File: config.mk
export PLATFORM = sky130hd
export DESIGN_NAME = sseg_capture
export DESIGN_NICKNAME = d
export VERILOG_FILES = /design/src/rtl/sseg_capture.sv
export SDC_FILE = /design/constraint.sdc
export NUM_CORES = 1
export LEC_CHECK = 0
export BUFFER_PORTS_ARGS = -buffer_cell sky130_fd_sc_hd__buf_2
export CORE_ASPECT_RATIO = 2
export CORE_MARGIN = 1
export CORE_UTILIZATION = 30
export DETAILED_ROUTE_END_ITERATION = 6
export MAX_ROUTING_LAYER = met4
export SYNTH_ARGS = -nofsm -noshare
export SYNTH_HDL_FRONTEND = slang
export SYNTH_SLANG_ARGS = --single-unit
File: constraint.sdc
create_clock -name clk -period 3.9 [get_ports clk]
set_input_delay 0.78 -clock clk [delete_from_list [all_inputs] [get_ports clk]]
set_output_delay 0.78 -clock clk [all_outputs]
set_load 0.01 [all_outputs]
File: src/rtl/sseg_capture.sv
// Receive-side decoder for a multiplexed active-low seven-segment bus: recovers four digit values.
// Optional hex-letter decoding is enabled by defining SSEG_CAPTURE_HEX_EN.
module sseg_capture #(
  parameter int unsigned SETTLE  = 8,
  parameter int unsigned TIMEOUT = 100000
) (
  input  logic       clk,
  input  logic       reset,
  input  logic [6:0] sseg,
  input  logic [7:0] AN,
  output logic [3:0] ones,
  output logic [3:0] tens,
  output logic [3:0] hundreds,
  output logic [3:0] thousands,
  output logic [3:0] err,
  output logic       frame_valid,
  output logic       live
);

  localparam int unsigned TW = $clog2(TIMEOUT + 1);
  localparam logic [7:0]    SETTLE_M1 = 8'(SETTLE - 1);
  localparam logic [7:0]    SETTLE_V  = 8'(SETTLE);
  localparam logic [TW-1:0] TIMEOUT_V = TW'(TIMEOUT);

  logic [6:0]    sseg_s1, sseg_s2, sseg_p;
  logic [7:0]    an_s1, an_s2, an_p;
  logic [7:0]    cnt;
  logic [TW-1:0] tcnt;
  logic [3:0]    mask;

  logic       same, slot_ok, capture, dec_ok;
  logic [1:0] idx;
  logic [3:0] dec_val, mask_next;

  function automatic logic [4:0] decode(input logic [6:0] seg);
    logic [4:0] r;
    case (seg)
      7'h3F: r = {1'b1, 4'd0};
      7'h06: r = {1'b1, 4'd1};
      7'h5B: r = {1'b1, 4'd2};
      7'h4F: r = {1'b1, 4'd3};
      7'h66: r = {1'b1, 4'd4};
      7'h6D: r = {1'b1, 4'd5};
      7'h7D: r = {1'b1, 4'd6};
      7'h07: r = {1'b1, 4'd7};
      7'h7F: r = {1'b1, 4'd8};
      7'h6F: r = {1'b1, 4'd9};
`ifdef SSEG_CAPTURE_HEX_EN
      7'h77: r = {1'b1, 4'd10};
      7'h7C: r = {1'b1, 4'd11};
      7'h39: r = {1'b1, 4'd12};
      7'h5E: r = {1'b1, 4'd13};
      7'h79: r = {1'b1, 4'd14};
      7'h71: r = {1'b1, 4'd15};
`endif
      default: r = '0;
    endcase
    return r;
  endfunction

  always_comb begin
    same    = (an_s2 == an_p) && (sseg_s2 == sseg_p);
    slot_ok = 1'b1;
    idx     = 2'd0;
    case (an_s2[3:0])
      4'hE:    idx = 2'd0;
      4'hD:    idx = 2'd1;
      4'hB:    idx = 2'd2;
      4'h7:    idx = 2'd3;
      default: slot_ok = 1'b0;
    endcase
    if (an_s2[7:4] != 4'hF) slot_ok = 1'b0;
    // Fires only on the increment into SETTLE, so a held pair captures once.
    capture   = same && slot_ok && (cnt == SETTLE_M1);
    {dec_ok, dec_val} = decode(~sseg_s2);
    mask_next = mask | (4'b0001 << idx);
  end

  always_ff @(posedge clk or posedge reset) begin
    if (reset) begin
      sseg_s1     <= '1;
      sseg_s2     <= '1;
      sseg_p      <= '1;
      an_s1       <= '1;
      an_s2       <= '1;
      an_p        <= '1;
      cnt         <= '0;
      tcnt        <= '0;
      mask        <= '0;
      ones        <= '0;
      tens        <= '0;
      hundreds    <= '0;
      thousands   <= '0;
      err         <= '0;
      frame_valid <= 1'b0;
      live        <= 1'b0;
    end else begin
      sseg_s1     <= sseg;
      sseg_s2     <= sseg_s1;
      an_s1       <= AN;
      an_s2       <= an_s1;
      sseg_p      <= sseg_s2;
      an_p        <= an_s2;
      frame_valid <= 1'b0;

      if (!slot_ok)            cnt <= '0;
      else if (!same)          cnt <= 8'd1;
      else if (cnt != SETTLE_V) cnt <= cnt + 8'd1;

      if (capture) begin
        if (dec_ok) begin
          case (idx)
            2'd0: ones      <= dec_val;
            2'd1: tens      <= dec_val;
            2'd2: hundreds  <= dec_val;
            default: thousands <= dec_val;
          endcase
        end
        err[idx] <= ~dec_ok;
        if (mask_next == 4'hF) begin
          mask        <= '0;
          frame_valid <= 1'b1;
        end else begin
          mask <= mask_next;
        end
        live <= 1'b1;
        tcnt <= TIMEOUT_V;
      end else if (tcnt != '0) begin
        tcnt <= tcnt - TW'(1);
        if (tcnt == TW'(1)) live <= 1'b0;
      end
    end
  end

endmodule

# Word-level counts from Yosys, hierarchy flattened

Cells that the tools add are included.
Widths: inputs -> output; s select.

Register bits: 96
Bits of input ports: 17
Output and inout port bits: 22
Logic and storage cells: 82

Add/sub/neg operators: 2
$lt $le $gt $ge: 2
Equal/unequal tests: 24
Shift-type cells: 1
Multiplexer cells: 18
Bitwise operators: 4
Reduce and logical (&&, ||, !) cells: 15

Operators with widths:

| kind                  | number |
|---|---|
| $pmux 5 s10           | 1 |
| $eq 7x7->1 const B    | 7 |
| $mux 17               | 2 |
| $mux 8                | 3 |
| $eq 17x1->1 const B   | 1 |
| $reduce_bool 17->1    | 1 |
| $sub 17x1->17 const B | 1 |
| $eq 4x4->1 const B    | 4 |
| $eq 7x3->1 const B    | 2 |
| $reduce_and 3->1      | 4 |
| $add 8x1->8 const B   | 1 |
| $eq 8x3->1 const B    | 1 |
| $eq 8x8->1            | 1 |
| $mux 1                | 8 |
| $ne 8x4->1 const B    | 1 |
| $eq 7x6->1 const B    | 1 |
| $eq 7x7->1            | 1 |
| $not 7->7             | 1 |
| $pmux 2 s3            | 1 |
| $bwmux 4              | 1 |
| $eq 4x3->1 const B    | 1 |
| $logic_and 1x1->1     | 4 |
| $mux 4                | 1 |
| $ne 4x4->1 const B    | 1 |
| other kinds (14)      | 16 |

# Depth between registers and ports, before layout

Word-level depth: 8
Mapped depth: 8
Mapped depth without buffers: 7

# Worst setup path before layout

OpenSTA, ideal clock, no wires.

Kind: register to register
Start point: register sseg_s2[6]
End point: register thousands[0]
Library setup time: 0.125 ns
Data arrival time: 2.578 ns
Data required time: 3.775 ns
Setup slack: 1.197 ns
Stages on the path, launching flop included: 9
Buffers on the path: 2
Period minus slack after synthesis: 2.703 ns
Path through: dfstp_2 > buf_2 > xnor2_1 > nand4_1 > or4_4 > or3_1 > buf_6 > nor4_4 > mux2_2

Word-level cells in the longest chain between the ends: 5
Elaborated cells on any way between the ends: 17
Classes of those cells: 11 x eq/ne; 1 x mux; 1 x bitwise; 4 x reduce/logical

RTL lines:

| what                                                                | line | source |
|---|---|---|
| from (decl)                                                         | 25   | `logic [6:0] sseg_s1, sseg_s2, sseg_p;` |
| from (signal assigned)                                              | 99   | `sseg_s2 <= sseg_s1;` |
| parallel branches: the longest is 5 deep, another holds $pmux 5 s10 | -    |  |
| to (signal assigned)                                                | 116  | `default: thousands <= dec_val;` |
| to (decl)                                                           | 14   | `output logic [3:0] thousands,` |

Parallel ways; which one is timed is not known.
A chain may end at the register's enable or synchronous reset.

# Worst setup path after layout

Start point: register sseg_s2[6]
End point: register thousands[1]

Same word-level chain as after synthesis.

==> results.yml <==
timing:
  fin_crit_ns: 2.89
  maxSlewHeadroom: 0.316
  slew_violations: 0
  finalSetupViolations: 0
  tns_ns: 0
  finClkSkew_ns: 0.0106
  hold_viol_final: 0
  max_freq_mhz: 345
  worstMarginPinSlew_ns: 1.02
  rsz0062_at_grt: "no"
  hold_slack_ns: 0.352
  finalCritPeriodShare: 0.742
final_layout:
  finalInstanceArea_um2: 4640
  nFillCells: 1277
  syn2layout_area_growth_pct: 15.2
  n_antenna_cell: 0
  drive_gt1_frac: 0.343
  final_util: 0.355
  nNetsFinal: 384
yosys:
  synthTopCellsByArea: "dfrtp_1, dfstp_2, xnor2_1, mux2_2, xor2_1"
  yosysWarnings: 0
  avgSynthCellArea_um2: 12.5
  ys_seq_elements: 96
  synth_edf_count: 0
  synth_cells: 323
  synth_top_area_cell: "dfrtp_1"
  synth_top_cell_area_share: 0.317
  syn-num-nets: 345
  ys.flop_type: "dfrtp_1"
  synthArstFlopShare: 1.00
  netlist_area_um2: 4030
  synth_cell_types: 54
  synth_common_cells: "dfrtp_1, dfstp_2, nor2_1, xnor2_1, nand2_1"
  synth_most_common_cell: "dfrtp_1"
  yosysSeqAreaShare: 0.610
floorplan:
  die_x_um: 84.0
  die_area_um2: 13900
  die_y_um: 166
  pin_count: 39
  core.rowCount: 59
  core_um2: 13100
  start_util: 0.309
worst_setup_path:
  crit_slowest_cell: "dfstp_2"
  crit_fanout: 10
  r2r_start: "sseg_s2[6]"
  critical_path.startpoint: "sseg_s2[6]"
  cp-end-kind: "register"
  cp-start-kind: "register"
  path_class: "register to register"
  cpPeakStageDelay_ns: 0.63
  critPathArrivalTime_ns: 3.12
  worstPathRequired_ns: 4.13
  crit_chain: "xnor2_1, nand4_1, or4_4, or3_1, nor4_4, mux2_2"
clock_network:
  cts_tree: "built"
  cts-root-buf: "clkbuf_16"
  clk_pin_slew_ns: 0.07
  cts_inserted_buffers: 9
  clock_sinks: 96
  cts.htree.levels: 3
  clock_latency_ns: 0.34
  cts_resized: 0
  clockBufferDepth: 2
  cts_hold_buffers: 0
  post_cts_buffers: 0
place:
  hpwlAfterDp_mm: 5.78
  numPortBuffers: 38
  dpl_cell_area_um2: 4370
  place.gp.congestion: 0.823
global_routing:
  grt_start_max_net_pins: 97
  grt.total_usage: 0.124
  overflow: 0
  antenna_found_initial: 0
  grt_pass1_vias: 2650
  grt_pass1_wl_mm: 13.1
detailed_routing:
  drt-pass1-iter-count: 6
  drtAntennaViolNets: 0
  avgViaCountPerCell: 4.96
  wl_mm: 7.84
  num_vias: 2575
  drcViolationCount: 2
  wire_per_inst_um: 15.1
  drt_iter0_markers: 229
pwr:
  p_comb_frac: 0.034
  sequentialPowerShare: 0.549
  p_leak_uw: 0.00209
  swShare: 0.223
  p_int_uw: 1500
  ir_drop_mv: 0.199
  p_sw_uw: 431
  power_density_nw_per_um2: 417
  power_frac_clock: 0.418
worst_hold_path:
  hp-class: "register to register"
  hp-start: "an_s1[1]"
outcome:
  outcome: "finished with violations"
  violations: "design-rule violations"
job:
  maxCapViolCount: 0
==> worst max-delay path, delay by kind of cell, from the launching register on <==
family / cells / cell delay [ns]
mux: 1 / 0.39
flops: 1 / 0.63
xor+xnor: 1 / 0.14
simple gates: 4 / 1.63
==> sequential cells by signal, summed over array words and instances (netlist names) <==
signal	count
frame_valid	1
mask	4
an_s1	8
err	4
tcnt	17
sseg_s1	7
sseg_s2	7
ones	4
tens	4
thousands	4
an_p	8
live	1
cnt	8
hundreds	4
sseg_p	7
an_s2	8
==> path summary, 6_finish.rpt <==
kind,endpoint,slack [ns],cells after the start
worst max-delay path,thousands[1],1.01,6
worst min-delay path,an_s2[1],0.35,0
worst max register to register,thousands[1],1.01,6
worst min register to register,an_s2[1],0.35,0
max in group asynchronous,an_s2[2],2.94,3
min in group asynchronous,cnt[0],0.55,3
==> logic make-up (layout without fill, tap and decap cells) <==
group / count (synthesis) / count (layout) / share of synthesized area
compound gates: 41 / 41 / 0.0736
mux: 17 / 17 / 0.0469
buf+inv: 22 / 66 / 0.0261
simple gates: 110 / 110 / 0.159
fa+ha+maj: 5 / 5 / 0.0155
xor+xnor: 32 / 32 / 0.0695
flops: 96 / 96 / 0.610
==> placed cells by master, fill, tap and decap left out, types with 3 or more instances in the layout <==
cell and instances:
dfrtp_1 51, dfstp_2 45, buf_2 38, nor2_1 23
xnor2_1 20, nand2_1 19, mux2_2 15, xor2_1 12
nand3_1 11, inv_1 9, clkbuf_16 9, or3_1 8
o21ai_0 8, a21oi_1 7, nor3_1 6, ha_1 5
nor4_1 4, nor2b_1 4, nand3b_1 4, nand4_1 4
or4_1 4, a22o_1 4, a211oi_1 3, and3_1 3
o21a_1 3, inv_6 3
==> area by class of cell <==
cell class / instances / area [µm²] / area share
clock buffers: 11 / 233 / 0.0501
multi-input cells: 205 / 1470 / 0.316
repair buffers: 40 / 218 / 0.0469
clock inverters: 5 / 37.5 / 0.00808
flip-flops and latches: 96 / 2460 / 0.530
inverters: 10 / 38.8 / 0.00835
well taps: 152 / 190 / 0.0410
==> routing by layer <==
layer  wire [µm]  track usage  vias up  share of wire
met5           0            -        -              0
met4         252       0.0667        0          0.032
met3         215       0.0258       14          0.027
met2        4390        0.225       49           0.56
met1        2980        0.123     1297           0.38
li1            -            -     1215              -
==> per-stage QoR <==
step,worst slack [ns],instances,power (µW)
after global placement,1.02,503,1140
final,1.01,519,1940
after floorplan,0.689,323,1120
after CTS,0.950,519,1970
after global routing,0.824,519,2020
after detailed placement,0.959,503,1150
==> power by group through the flow <==
stage	Clock (µW)	Combinational [µW]	Sequential [µW]
floorplan	0	53.4	1070
global placement	0	65.3	1080
detailed placement	0	67.3	1080
CTS	840	67.5	1060
global route	877	75.2	1070
finish	809	65.3	1060
(Power assumes the default switching activity.)
